$ cat src/rtl/frame_gen.sv
`default_nettype none
// ============================================================================
//  Module   : frame_gen
//  Purpose  : Parametrised Ethernet test-frame generator for the delay tester
//             TX path. It builds each frame on the fly from DST_MAC, SRC_MAC,
//             ETH_TYPE and a byte-indexed payload, and drives a byte-wide MAC
//             TX port with a dvld/ack handshake. A run emits frame_count
//             frames, or an unbounded stream when frame_count is 0, with
//             GAP_CYCLES idle cycles between frames.
//  Options  : FRAME_GEN_SEQ_EN - when defined, payload bytes 14..17 carry a
//             32-bit per-run frame sequence number, MSB first.
//  Revision : 1.0 - initial release
// ============================================================================
module frame_gen #(
  parameter int          FRAME_LEN  = 60,
  parameter int          GAP_CYCLES = 12,
  parameter logic [47:0] DST_MAC    = 48'hFFFF_FFFF_FFFF,
  parameter logic [47:0] SRC_MAC    = 48'h004E_4632_4300,
  parameter logic [15:0] ETH_TYPE   = 16'h88B5
) (
  input  logic        tx_clk,
  input  logic        reset_n,
  input  logic        start,
  input  logic        stop,
  input  logic [15:0] frame_count,
  output logic        conf_tx_en,
  output logic        conf_tx_jumbo_en,
  output logic        conf_tx_no_gen_crc,
  output logic [7:0]  mac_tx_data,
  output logic        mac_tx_dvld,
  input  logic        mac_tx_ack,
  output logic        busy,
  output logic        done,
  output logic [15:0] frames_sent
);

  localparam logic [13:0] c_LAST_IDX = 14'(FRAME_LEN - 1);
  localparam logic [15:0] c_GAP_LAST = 16'(GAP_CYCLES - 1);
  localparam logic        c_JUMBO    = (FRAME_LEN > 1514);
  localparam logic [7:0]  c_BYTE0    = DST_MAC[47:40];

  typedef enum logic [1:0] {
    S_IDLE     = 2'd0,
    S_WAIT_ACK = 2'd1,
    S_DATA     = 2'd2,
    S_GAP      = 2'd3
  } state_t;

  state_t      r_state;
  logic [13:0] r_idx;        // index of the byte currently on mac_tx_data
  logic [15:0] r_gap_cnt;
  logic [15:0] r_remaining;
  logic        r_unbounded;  // run was started with frame_count == 0
`ifdef FRAME_GEN_SEQ_EN
  logic [31:0] r_seq;
`endif

  logic [13:0] w_next_idx;
  logic [7:0]  w_next_byte;

  // Byte that follows the one currently presented; byte 0 is loaded as a constant.
  always_comb begin
    w_next_idx  = r_idx + 14'd1;
    w_next_byte = w_next_idx[7:0];
    case (w_next_idx)
      14'd0:  w_next_byte = DST_MAC[47:40];
      14'd1:  w_next_byte = DST_MAC[39:32];
      14'd2:  w_next_byte = DST_MAC[31:24];
      14'd3:  w_next_byte = DST_MAC[23:16];
      14'd4:  w_next_byte = DST_MAC[15:8];
      14'd5:  w_next_byte = DST_MAC[7:0];
      14'd6:  w_next_byte = SRC_MAC[47:40];
      14'd7:  w_next_byte = SRC_MAC[39:32];
      14'd8:  w_next_byte = SRC_MAC[31:24];
      14'd9:  w_next_byte = SRC_MAC[23:16];
      14'd10: w_next_byte = SRC_MAC[15:8];
      14'd11: w_next_byte = SRC_MAC[7:0];
      14'd12: w_next_byte = ETH_TYPE[15:8];
      14'd13: w_next_byte = ETH_TYPE[7:0];
`ifdef FRAME_GEN_SEQ_EN
      14'd14: w_next_byte = r_seq[31:24];
      14'd15: w_next_byte = r_seq[23:16];
      14'd16: w_next_byte = r_seq[15:8];
      14'd17: w_next_byte = r_seq[7:0];
`endif
      default: w_next_byte = w_next_idx[7:0];
    endcase
  end

  // Frame sequencer: state, byte/gap counters, run bookkeeping and all registered outputs.
  always_ff @(posedge tx_clk) begin
    if (!reset_n) begin
      r_state            <= S_IDLE;
      r_idx              <= 14'd0;
      r_gap_cnt          <= 16'd0;
      r_remaining        <= 16'd0;
      r_unbounded        <= 1'b0;
`ifdef FRAME_GEN_SEQ_EN
      r_seq              <= 32'd0;
`endif
      conf_tx_en         <= 1'b0;
      conf_tx_jumbo_en   <= 1'b0;
      conf_tx_no_gen_crc <= 1'b0;
      mac_tx_data        <= 8'd0;
      mac_tx_dvld        <= 1'b0;
      busy               <= 1'b0;
      done               <= 1'b0;
      frames_sent        <= 16'd0;
    end else begin
      conf_tx_en         <= 1'b1;
      conf_tx_jumbo_en   <= c_JUMBO;
      conf_tx_no_gen_crc <= 1'b0;
      done               <= 1'b0;
      case (r_state)
        S_IDLE: begin
          if (start && !stop) begin
            r_remaining <= frame_count;
            r_unbounded <= (frame_count == 16'd0);
            frames_sent <= 16'd0;
`ifdef FRAME_GEN_SEQ_EN
            r_seq       <= 32'd0;
`endif
            r_idx       <= 14'd0;
            r_state     <= S_WAIT_ACK;
            mac_tx_dvld <= 1'b1;
            mac_tx_data <= c_BYTE0;
            busy        <= 1'b1;
          end
        end
        S_WAIT_ACK: begin
          // Byte 0 stays on the bus until the MAC accepts it; r_idx is 0 here.
          if (mac_tx_ack) begin
            r_state     <= S_DATA;
            r_idx       <= w_next_idx;
            mac_tx_data <= w_next_byte;
          end
        end
        S_DATA: begin
          if (r_idx == c_LAST_IDX) begin
            r_state     <= S_GAP;
            r_gap_cnt   <= 16'd0;
            mac_tx_dvld <= 1'b0;
            mac_tx_data <= 8'd0;
            frames_sent <= frames_sent + 16'd1;
            if (!r_unbounded) begin
              r_remaining <= r_remaining - 16'd1;
            end
`ifdef FRAME_GEN_SEQ_EN
            r_seq       <= r_seq + 32'd1;
`endif
          end else begin
            r_idx       <= w_next_idx;
            mac_tx_data <= w_next_byte;
          end
        end
        S_GAP: begin
          if (r_gap_cnt == c_GAP_LAST) begin
            // stop is only looked at here, so a frame is never cut short.
            if (stop || (!r_unbounded && (r_remaining == 16'd0))) begin
              r_state <= S_IDLE;
              busy    <= 1'b0;
              done    <= 1'b1;
            end else begin
              r_state     <= S_WAIT_ACK;
              r_idx       <= 14'd0;
              mac_tx_dvld <= 1'b1;
              mac_tx_data <= c_BYTE0;
            end
          end else begin
            r_gap_cnt <= r_gap_cnt + 16'd1;
          end
        end
        default: r_state <= S_IDLE;
      endcase
    end
  end

endmodule
`default_nettype wire
$ cat config.mk
export PLATFORM = sky130hd
export DESIGN_NAME = frame_gen
export DESIGN_NICKNAME = d
export VERILOG_FILES = /design/src/rtl/frame_gen.sv
export SDC_FILE = /design/constraint.sdc
export NUM_CORES = 1
export LEC_CHECK = 0
export ABC_CLOCK_PERIOD_IN_PS = 3600
export BUFFER_PORTS_ARGS = -buffer_cell sky130_fd_sc_hd__buf_4
export CAP_MARGIN = 20
export CORE_ASPECT_RATIO = 0.9
export CORE_MARGIN = 2
export CORE_UTILIZATION = 45
export CTS_BUF_LIST = sky130_fd_sc_hd__clkbuf_8
export CTS_CLUSTER_DIAMETER = 120
export DETAILED_ROUTE_END_ITERATION = 6
export SYNTH_ARGS = -nofsm -noshare
export SYNTH_HDL_FRONTEND = slang
export SYNTH_SLANG_ARGS = --single-unit
$ cat constraint.sdc
create_clock -name tx_clk -period 3.6 [get_ports tx_clk]
set_input_delay 0.18 -clock tx_clk [delete_from_list [all_inputs] [get_ports tx_clk]]
set_output_delay 0.18 -clock tx_clk [all_outputs]
set_load 0.05 [all_outputs]
==> reports/qor.csv, run 1 <==
metric,value,unit
outcome,completed,
fraction of layout cells with a size suffix above 1,15.8,%
final-report setup violation count,0,
Pre-Repair DR Iteration Count,5,
reg-to-reg critical path endpoint,frames_sent[12]$_SDFFE_PN0P_,
initial antenna violation count,0,
overall via count from detail_route,4495,
primary flip-flop cell chosen by synthesis mapping,sky130_fd_sc_hd__dfxtp_1,
worst reg-to-reg setup slack,590,ps
TritonCTS buffer count,9,
critical path depth,8,
post-synthesis sequential area ratio,32.4,%
final antenna diode count,0,
setup total negative slack,0,ps
post-route clock period utilization,83.5,%
overflow left after global routing,0,
Synth warnings,0,
post-placement cell area,0.00514,sq mm
Bufs and invs on worst path,1,
final-layout fill cell count,1023,
number of remaining DRC errors,0,
area growth from synthesis to layout,12.3,%
Worst Tran Pin Value,707,ps
quantity of gates resized following cts,0,
switching power share of the total,42.6,%
family with the most delay on the worst path,simple AND/OR/NAND/NOR gates,
endpoint kind of the worst setup timing path,flop,
mean instance size in the synthesized netlist,7.97,sq um
Via density,5.91,
die extent in x,112,um
net switching power,1.39,mW
CTS Sinks,77,
Final Net Count,660,
leading cell type by number of instances after synthesis,sky130_fd_sc_hd__dfxtp_1,
Worst Path Arrival,3300,ps
buffer cell driving the clock tree root,sky130_fd_sc_hd__clkbuf_8,
Total Die Area,0.0114,sq mm
leading cell types by total area after synthesis,"sky130_fd_sc_hd__dfxtp_1 (32%), sky130_fd_sc_hd__nor2_1 (4.9%), sky130_fd_sc_hd__nand2_1 (4.1%)",
WP data required,3890,ps
overall power,3.27,mW
remaining max-slew budget at the tightest pin,52.9,%
path depth of the worst reg2reg path,8,
maximum clock insertion buffer count,2,
delay of the slowest cell on the worst path,620,ps
start point of the critical path,r_idx[0]$_SDFFE_PN0P_,
die height,102,um
GRT Overall Usage,22.1,%
Post-Route Hold Slack,141,ps
slowest library cell on the worst path,sky130_fd_sc_hd__or4_1,
total of hold buffers inserted after clock tree synthesis,0,
per-cell routed wire length,15.6,um
most instantiated cells after synthesis,"sky130_fd_sc_hd__dfxtp_1 (77), sky130_fd_sc_hd__nor2_1 (62), sky130_fd_sc_hd__nand2_1 (52)",
summed instance area of the synthesized netlist,0.00476,sq mm
Starting Density,46.3,%
leakage,1.92,nW
clock latency on the worst-skew pair,360,ps
start-to-end type of the worst setup path,flop to flop,
relative contribution of the clock network to total power,21.5,%
post-route clock skew,7.87,ps
endpoint of the most critical setup path,frames_sent[12]$_SDFFE_PN0P_,
via count of the first global-routing pass,4165,
number of port buffers,48,
Hold Crit Depth,1,
"Distinct cells, synth",74,
count of boundary I/O pins,51,
Row Count,35,
power share of the sequential group,33.2,%
post-CTS repair timing setup buffer count,0,
worst vdd rail ir drop,0.000456,V
sequence of cells on the critical path,ha_1 > nand3b_1 > nor4_4 > mux2i_1 > buf_4 > nand4b_1 > or4_1 > a21oi_1,
H-tree level count,3,
largest net degree at the start of global routing,36,
Routed Wire Length,11900,um
biggest area consumer among synthesized cells,sky130_fd_sc_hd__dfxtp_1,
CTS tree,done,
startpoint type of the worst setup path,flop,
post-layout minimum cycle time,3010,ps
synthesis-stage register bit count,77,
first-pass GRT wire length,20700,um
clock transition time at the flip-flop clock pins of the worst setup and hold paths,80,ps
setup repair after global routing missed its margin,false,
critical-path maximum fanout,12,
Power Density,610,mW/mm^2
final design instance area without fill,0.00535,sq mm
gate count after technology mapping,598,
max cap viols,0,
internal portion of total power,1.87,mW
Max Clock Freq,0.332,GHz
number of antenna-violating nets in the routed design,0,
power share of the combinational group,45.3,%
Hold Path Class,primary input to flop,
fraction of synthesis flops using an asynchronous set or reset pin,0,%
final hold vios,0,
HPWL after detailed placement,8460,um
Core ar.,0.0103,sq mm
origin of the critical flop-to-flop path,r_idx[0]$_SDFFE_PN0P_,
area share of the largest cell type after synthesis,32.4,%
Post-synth EDFFs,0,
global placer's final weighted congestion,0.908,
number of DRC markers in iteration 0,234,
number of max-slew violations in the final report,0,
[how the worst min path moves through the flow]
stage / startpoint / endpoint / slack (ps)
floorplan: reset_n / conf_tx_en$_DFF_P_ / 210
global placement: r_remaining[1]$_SDFFE_PN0P_ / r_remaining[1]$_SDFFE_PN0P_ / 470
detailed placement: r_remaining[1]$_SDFFE_PN0P_ / r_remaining[1]$_SDFFE_PN0P_ / 470
CTS: reset_n / conf_tx_en$_DFF_P_ / 120
global route: reset_n / conf_tx_en$_DFF_P_ / 110
finish: reset_n / conf_tx_en$_DFF_P_ / 140
[state kept, by name (all words and copies together), names as in the netlist]
| signal | cells |
|---|---|
| frames_sent | 16 |
| r_gap_cnt | 16 |
| r_remaining | 16 |
| r_idx | 14 |
| mac_tx_data | 8 |
| r_state | 2 |
| busy | 1 |
| conf_tx_en | 1 |
| done | 1 |
| mac_tx_dvld | 1 |
| r_unbounded | 1 |
[final cells by class]
class,count,area [sq um],area share [%]
inverter,19,71.3,1.33
multi-input combinational,459,2910,54.3
clock inverter,4,46.3,0.865
clock buffer,12,165,3.09
timing repair buffer,61,458,8.56
sequential,77,1540,28.8
tap,129,161,3.02
[cell families after synthesis]
group / synth area share (%)
flip-flops: 32.4
XOR/XNOR: 5.52
buffers and inverters: 6.67
other: 0.0787
multiplexers: 1.68
AO/OA/AOI/OAI: 22.0
AND/OR/NAND/NOR: 28.6
adder cells (fa/ha/maj): 3.15
[worst reg2reg max path, stage by stage (launching register included)]
cell and delay, ps:
sky130_fd_sc_hd__dfxtp_1 530, sky130_fd_sc_hd__ha_1 390, sky130_fd_sc_hd__nand3b_1 210, sky130_fd_sc_hd__nor4_4 330
sky130_fd_sc_hd__mux2i_1 110, sky130_fd_sc_hd__buf_4 190, sky130_fd_sc_hd__nand4b_1 430, sky130_fd_sc_hd__or4_1 620
sky130_fd_sc_hd__a21oi_1 150
[through the flow]
| stage | utilization (%) | worst slack [ps] | cells |
|---|---|---|---|
| after detailed placement | 49.9 | 602 | 745 |
| after floorplan | - | 1050 | 599 |
| after global routing | 52.0 | 103 | 761 |
| after global placement | 49.9 | 719 | 745 |
| after CTS | 52.0 | 583 | 761 |
| final | 52.0 | 592 | 761 |
[power groups by stage]
stage | registers (mW) | clock network, mW | logic (mW)
2_1_floorplan | 1.22 | 0 | 0.960
3_3_place_gp | 1.09 | 0 | 1.45
3_5_place_dp | 1.10 | 0 | 1.48
4_1_cts | 1.08 | 0.725 | 1.48
5_1_grt | 1.10 | 0.765 | 1.65
6_report | 1.08 | 0.703 | 1.48
[layer usage]
| metal | global-route usage (%) | vias up | share of wire [%] |
|---|---|---|---|
| li1 | - | 2255 | - |
| met1 | 30.5 | 2139 | 48 |
| met2 | 35.7 | 90 | 47 |
| met3 | 4.49 | 11 | 4.2 |
| met4 | 5.72 | 0 | 1.1 |
| met5 | 0 | - | 0 |
[cells in the final DEF (no fill, tap or decap), drive strengths merged, types with 8 or more instances in the layout]
master / instances
or4: 10
inv: 19
xnor2: 17
ha: 12
nor2: 62
a21oi: 37
nand2: 52
o21ai: 33
nor3: 11
clkbuf: 12
or3: 13
mux2i: 8
buf: 61
a211oi: 11
nand4: 18
dfxtp: 77
nand3: 26
xor2: 13
nor4: 20
and3: 9
(Power assumes the default switching activity.)
==> run 2: changes to the inputs <==
- ABC_AREA: default -> 1
- ABC_CLOCK_PERIOD_IN_PS: 3600 -> 2950
- clock period: 3.6 -> 2.95 ns (I/O delays scaled with it)
==> run 2 against run 1 <==
Against the previous run: wire length is 3.2% lower; final cell count increased by 19%; fmax grew 19%; via count rose by 4.7%; first-iteration DRC count is 23% higher; area after synthesis fell by 2.0%; power grew 56%; core utilization grew 1.0 points; critical path type unchanged.
==> reports/qor.csv, run 2 <==
metric,value,unit
fraction of synthesis flops using an asynchronous set or reset pin,0,%
per-cell routed wire length,12.7,um
post-route clock skew,9.34,ps
"Distinct cells, synth",42,
post-route clock period utilization,85.3,%
maximum clock insertion buffer count,2,
final hold vios,0,
H-tree level count,3,
max cap viols,0,
delay of the slowest cell on the worst path,460,ps
largest net degree at the start of global routing,25,
post-layout minimum cycle time,2520,ps
area growth from synthesis to layout,15.4,%
Max Clock Freq,0.397,GHz
number of antenna-violating nets in the routed design,0,
startpoint type of the worst setup path,flop,
summed instance area of the synthesized netlist,0.00467,sq mm
leading cell types by total area after synthesis,"sky130_fd_sc_hd__dfxtp_1 (33%), sky130_fd_sc_hd__nand2_1 (13%), sky130_fd_sc_hd__inv_1 (7.7%)",
fraction of layout cells with a size suffix above 1,13.0,%
start-to-end type of the worst setup path,flop to flop,
first-pass GRT wire length,20000,um
clock latency on the worst-skew pair,360,ps
Hold Path Class,primary input to flop,
leading cell type by number of instances after synthesis,sky130_fd_sc_hd__nand2_1,
critical-path maximum fanout,9,
Via density,5.18,
TritonCTS buffer count,9,
post-CTS repair timing setup buffer count,0,
buffer cell driving the clock tree root,sky130_fd_sc_hd__clkbuf_8,
final-layout fill cell count,1035,
via count of the first global-routing pass,4450,
global placer's final weighted congestion,0.856,
Final Net Count,807,
most used cells in the layout excluding fill and tap cells,"sky130_fd_sc_hd__nand2_1 (166), sky130_fd_sc_hd__inv_1 (97), sky130_fd_sc_hd__nor2_1 (78)",
Routed Wire Length,11500,um
Row Count,35,
"most common cell after layout, fill and taps aside",sky130_fd_sc_hd__nand2_1,
Post-synth EDFFs,0,
remaining max-slew budget at the tightest pin,46.6,%
number of remaining DRC errors,0,
final design instance area without fill,0.00539,sq mm
number of port buffers,48,
GRT Overall Usage,21.5,%
Regs by FF count,"frames_sent x16, r_gap_cnt x16, r_remaining x16",
post-synthesis sequential area ratio,33.0,%
CP most frequent cell,sky130_fd_sc_hd__nand2_1,
Bufs and invs on worst path,0,
Worst Tran Pin Value,801,ps
mean instance size in the synthesized netlist,6.46,sq um
synthesis-stage register bit count,77,
WP data required,3240,ps
Worst Min Path Start,reset_n,
endpoint kind of the worst setup timing path,flop,
setup repair after global routing missed its margin,false,
quantity of gates resized following cts,0,
number of DRC markers in iteration 0,287,
most instantiated cells after synthesis,"sky130_fd_sc_hd__nand2_1 (166), sky130_fd_sc_hd__inv_1 (96), sky130_fd_sc_hd__nor2_1 (78)",
final antenna diode count,0,
worst reg-to-reg setup slack,430,ps
sequence of cells on the critical path,ha_1 > nand3_1 > nor2_1 > nand2_1 > nand2_1 > nor2_1 > nand2_1 > nor2_2 > nand4_1 > nand2_1 > nor2_2 > nand2_4 > nand2_2 > nand3_1 > a21oi_1,
CTS tree,done,
overall via count from detail_route,4707,
Starting Density,45.9,%
Worst Path Arrival,2800,ps
area share of the largest cell type after synthesis,33.0,%
setup total negative slack,0,ps
clock transition time at the flip-flop clock pins of the worst setup and hold paths,80,ps
Power Density,947,mW/mm^2
leakage,2.34,nW
Pre-Repair DR Iteration Count,5,
Core ar.,0.0102,sq mm
die height,101,um
final-report setup violation count,0,
total of hold buffers inserted after clock tree synthesis,0,
overflow left after global routing,0,
Total Die Area,0.0112,sq mm
family with the most delay on the worst path,simple AND/OR/NAND/NOR gates,
start point of the critical path,r_idx[0]$_SDFFE_PN0P_,
initial antenna violation count,0,
slowest library cell on the worst path,sky130_fd_sc_hd__dfxtp_1,
HPWL after detailed placement,8680,um
Synth warnings,0,
gate count after technology mapping,723,
post-placement cell area,0.00516,sq mm
biggest area consumer among synthesized cells,sky130_fd_sc_hd__dfxtp_1,
primary flip-flop cell chosen by synthesis mapping,sky130_fd_sc_hd__dfxtp_1,
post-layout util,53.0,%
outcome,completed,
CTS Sinks,77,
worst vdd rail ir drop,0.000528,V
number of max-slew violations in the final report,0,
origin of the critical flop-to-flop path,r_idx[0]$_SDFFE_PN0P_,
count of boundary I/O pins,51,
die extent in x,111,um
[run 2: area by class of cell]
type	count	area, sq um	share of cell area [%]
Clock buffer	10	138	2.56
Multi-Input combinational cell	532	2670	49.5
Inverter	97	364	6.76
Sequential cell	77	1540	28.6
Timing Repair Buffer	57	428	7.94
Tap cell	129	161	3.00
Clock inverter	6	87.6	1.63
[run 2: cell families after synthesis]
| family | synth area share (%) |
|---|---|
| other | 0.0804 |
| buffers and inverters | 9.92 |
| DFF | 33.0 |
| xor gates and xnor gates | 2.44 |
| and+or+nand+nor | 35.3 |
| adders and majority gates | 3.22 |
| AOI/OAI and AO/OA | 16.0 |
[run 2: where the power goes]
part           switching (mW)  internal (mW)
Combinational            1.85          0.895
Sequential              0.187           1.26
Clock                   0.410          0.498
[run 2: worst reg2reg max path: stages (launching register included)]
cell and delay (ps):
sky130_fd_sc_hd__dfxtp_1 460, sky130_fd_sc_hd__ha_1 260, sky130_fd_sc_hd__nand3_1 150, sky130_fd_sc_hd__nor2_1 200, sky130_fd_sc_hd__nand2_1 70, sky130_fd_sc_hd__nand2_1 130, sky130_fd_sc_hd__nor2_1 70, sky130_fd_sc_hd__nand2_1 100
sky130_fd_sc_hd__nor2_2 60, sky130_fd_sc_hd__nand4_1 110, sky130_fd_sc_hd__nand2_1 80, sky130_fd_sc_hd__nor2_2 350, sky130_fd_sc_hd__nand2_4 110, sky130_fd_sc_hd__nand2_2 100, sky130_fd_sc_hd__nand3_1 90, sky130_fd_sc_hd__a21oi_1 130
[run 2: layer usage]
| layer | up-vias | track usage (%) | part of all wire (%) |
|---|---|---|---|
| li1 | 2461 | - | - |
| met2 | 118 | 35.6 | 45 |
| met4 | 0 | 9.50 | 2.4 |
| met3 | 27 | 5.11 | 5.3 |
| met1 | 2101 | 27.0 | 47 |
| met5 | - | 0 | 0 |
[run 2: path summary, 6_finish.rpt]
check | to | cells past startpoint
max reg2reg | mac_tx_data[4]$_SDFFE_PN0P_ | 15
min reg2reg | mac_tx_dvld$_SDFFE_PN0P_ | 2
max | mac_tx_data[4]$_SDFFE_PN0P_ | 15
min | conf_tx_en$_DFF_P_ | 1
[run 2: per-stage QoR]
stage	setup slack, ps	hold WS, ps	std cells	total power, mW
floorplan	887	175	724	3.58
global placement	515	389	892	4.15
detailed placement	484	391	892	4.19
CTS	439	9.49	908	5.13
global route	69.0	13.6	908	5.61
finish	433	24.0	908	5.10
==> run 3: changes to the inputs <==
==> constraint.sdc (replaced) <==
create_clock -name tx_clk -period 2.95 [get_ports tx_clk]
set_input_delay 0.59 -clock tx_clk [delete_from_list [all_inputs] [get_ports tx_clk]]
set_output_delay 0.59 -clock tx_clk [all_outputs]
set_load 0.05 [all_outputs]
==> run 3 against run 2 <==
Against the previous run: wire length rose by 1.2%; register-to-register slack improved by 20 ps; combinational power is essentially flat; flip-flop and latch count stayed put; clock power rose by 12%; hold slack better by 440 ps; power grew 2.2%; setup slack gained 19 ps; largest power group unchanged; die area unchanged; fmax up 0.75%; final cell count grew 0.11%.
==> reports/qor.csv, run 3 (same netlist as run 2, synthesis figures left out) <==
metric,value,unit
maximum clock insertion buffer count,2,
Non-Filler Instances,909,
area growth from synthesis to layout,16.3,%
Regs by FF count,"frames_sent x16, r_gap_cnt x16, r_remaining x16",
post-route clock period utilization,84.7,%
final-report setup violation count,0,
outcome,completed,
overall via count from detail_route,4696,
number of antenna-violating nets in the routed design,0,
buffer cell driving the clock tree root,sky130_fd_sc_hd__clkbuf_8,
delay of the slowest cell on the worst path,450,ps
overflow left after global routing,0,
quantity of gates resized following cts,0,
final hold vios,0,
number of DRC markers in iteration 0,282,
overall power,5.22,mW
setup repair after global routing missed its margin,false,
start-to-end type of the worst setup path,flop to flop,
largest net degree at the start of global routing,22,
Worst Tran Pin Value,589,ps
number of remaining DRC errors,0,
post-CTS repair timing setup buffer count,0,
critical-path maximum fanout,9,
die extent in x,111,um
CTS tree,done,
placed insts,893,
Row Count,35,
Worst Path Arrival,2780,ps
GRT Overall Usage,21.5,%
Total Die Area,0.0112,sq mm
remaining max-slew budget at the tightest pin,60.4,%
number of port buffers,48,
first-pass GRT wire length,19900,um
WP data required,3240,ps
most used cells in the layout excluding fill and tap cells,"sky130_fd_sc_hd__nand2_1 (166), sky130_fd_sc_hd__inv_1 (96), sky130_fd_sc_hd__nor2_1 (78)",
Via density,5.17,
via count of the first global-routing pass,4357,
total of hold buffers inserted after clock tree synthesis,0,
slowest library cell on the worst path,sky130_fd_sc_hd__dfxtp_1,
number of max-slew violations in the final report,0,
Final Net Count,808,
final antenna diode count,0,
die height,101,um
leakage,2.36,nW
worst vdd rail ir drop,0.000510,V
Routed Wire Length,11600,um
post-route clock skew,10.1,ps
endpoint kind of the worst setup timing path,flop,
Core ar.,0.0102,sq mm
Pre-Repair DR Iteration Count,5,
max cap viols,0,
setup total negative slack,0,ps
H-tree level count,3,
post-placement cell area,0.00517,sq mm
clock transition time at the flip-flop clock pins of the worst setup and hold paths,80,ps
"most common cell after layout, fill and taps aside",sky130_fd_sc_hd__nand2_1,
Power Density,961,mW/mm^2
CP most frequent cell,sky130_fd_sc_hd__nand2_1,
final design instance area without fill,0.00543,sq mm
TritonCTS buffer count,9,
sequence of cells on the critical path,ha_1 > nand3_1 > nor2_1 > nand2_1 > nand2_1 > nor2_1 > nand2_1 > nor2_2 > nand4_1 > nand2_1 > nor2_2 > nand2_4 > nand2_1 > nand3_1 > a21oi_1,
count of boundary I/O pins,51,
initial antenna violation count,0,
global placer's final weighted congestion,0.855,
startpoint type of the worst setup path,flop,
HPWL after detailed placement,8690,um
post-layout util,53.4,%
Hold Path Class,flop to flop,
fraction of layout cells with a size suffix above 1,13.2,%
per-cell routed wire length,12.8,um
Max Clock Freq,0.400,GHz
Starting Density,45.9,%
CTS Sinks,77,
clock latency on the worst-skew pair,360,ps
post-layout minimum cycle time,2500,ps
==> run 3: path summary, 6_finish.rpt <==
check | startpoint | slack, ps | to | cells past startpoint
hold reg to reg | mac_tx_dvld$_SDFFE_PN0P_ | 460 | mac_tx_dvld$_SDFFE_PN0P_ | 2
hold / removal | mac_tx_dvld$_SDFFE_PN0P_ | 460 | mac_tx_dvld$_SDFFE_PN0P_ | 2
setup reg to reg | r_idx[1]$_SDFFE_PN0P_ | 450 | mac_tx_data[3]$_SDFFE_PN0P_ | 15
setup / recovery | r_idx[1]$_SDFFE_PN0P_ | 450 | mac_tx_data[3]$_SDFFE_PN0P_ | 15
==> run 3: routing by layer <==
metal / vias to the layer above / GRT usage (%) / wire length (um)
met5: - / 0 / 0
met3: 12 / 5.35 / 626
li1: 2468 / - / -
met4: 0 / 6.55 / 158
met2: 118 / 35.7 / 5310
met1: 2098 / 27.9 / 5530
==> run 3: power breakdown <==
group          switching [mW]  internal (mW)
Combinational            1.85          0.894
Clock                   0.406          0.610
Sequential              0.187           1.26
==> run 3: critical path: cells and delay by family, from the launching register on <==
kind            cells  cell delay [ps]
fa+ha+maj           1              260
flops               1              450
simple gates       13             1600
compound gates      1              130
==> run 3: metrics by stage <==
stage | worst slack, ps | hold slack (ps)
6_report | 451 | 463
5_1_grt | 97.4 | 455
4_1_cts | 468 | 448
3_5_place_dp | 516 | 455
3_3_place_gp | 521 | 449
2_1_floorplan | 887 | 434
==> run 3: layout make-up <==
type | count | area (sq um)
Fill cell | 1032 | 4730
Multi-Input combinational cell | 532 | 2670
Sequential cell | 77 | 1540
Timing Repair Buffer | 58 | 435
Inverter | 97 | 364
Tap cell | 129 | 161
Clock buffer | 11 | 151
Clock inverter | 5 | 106
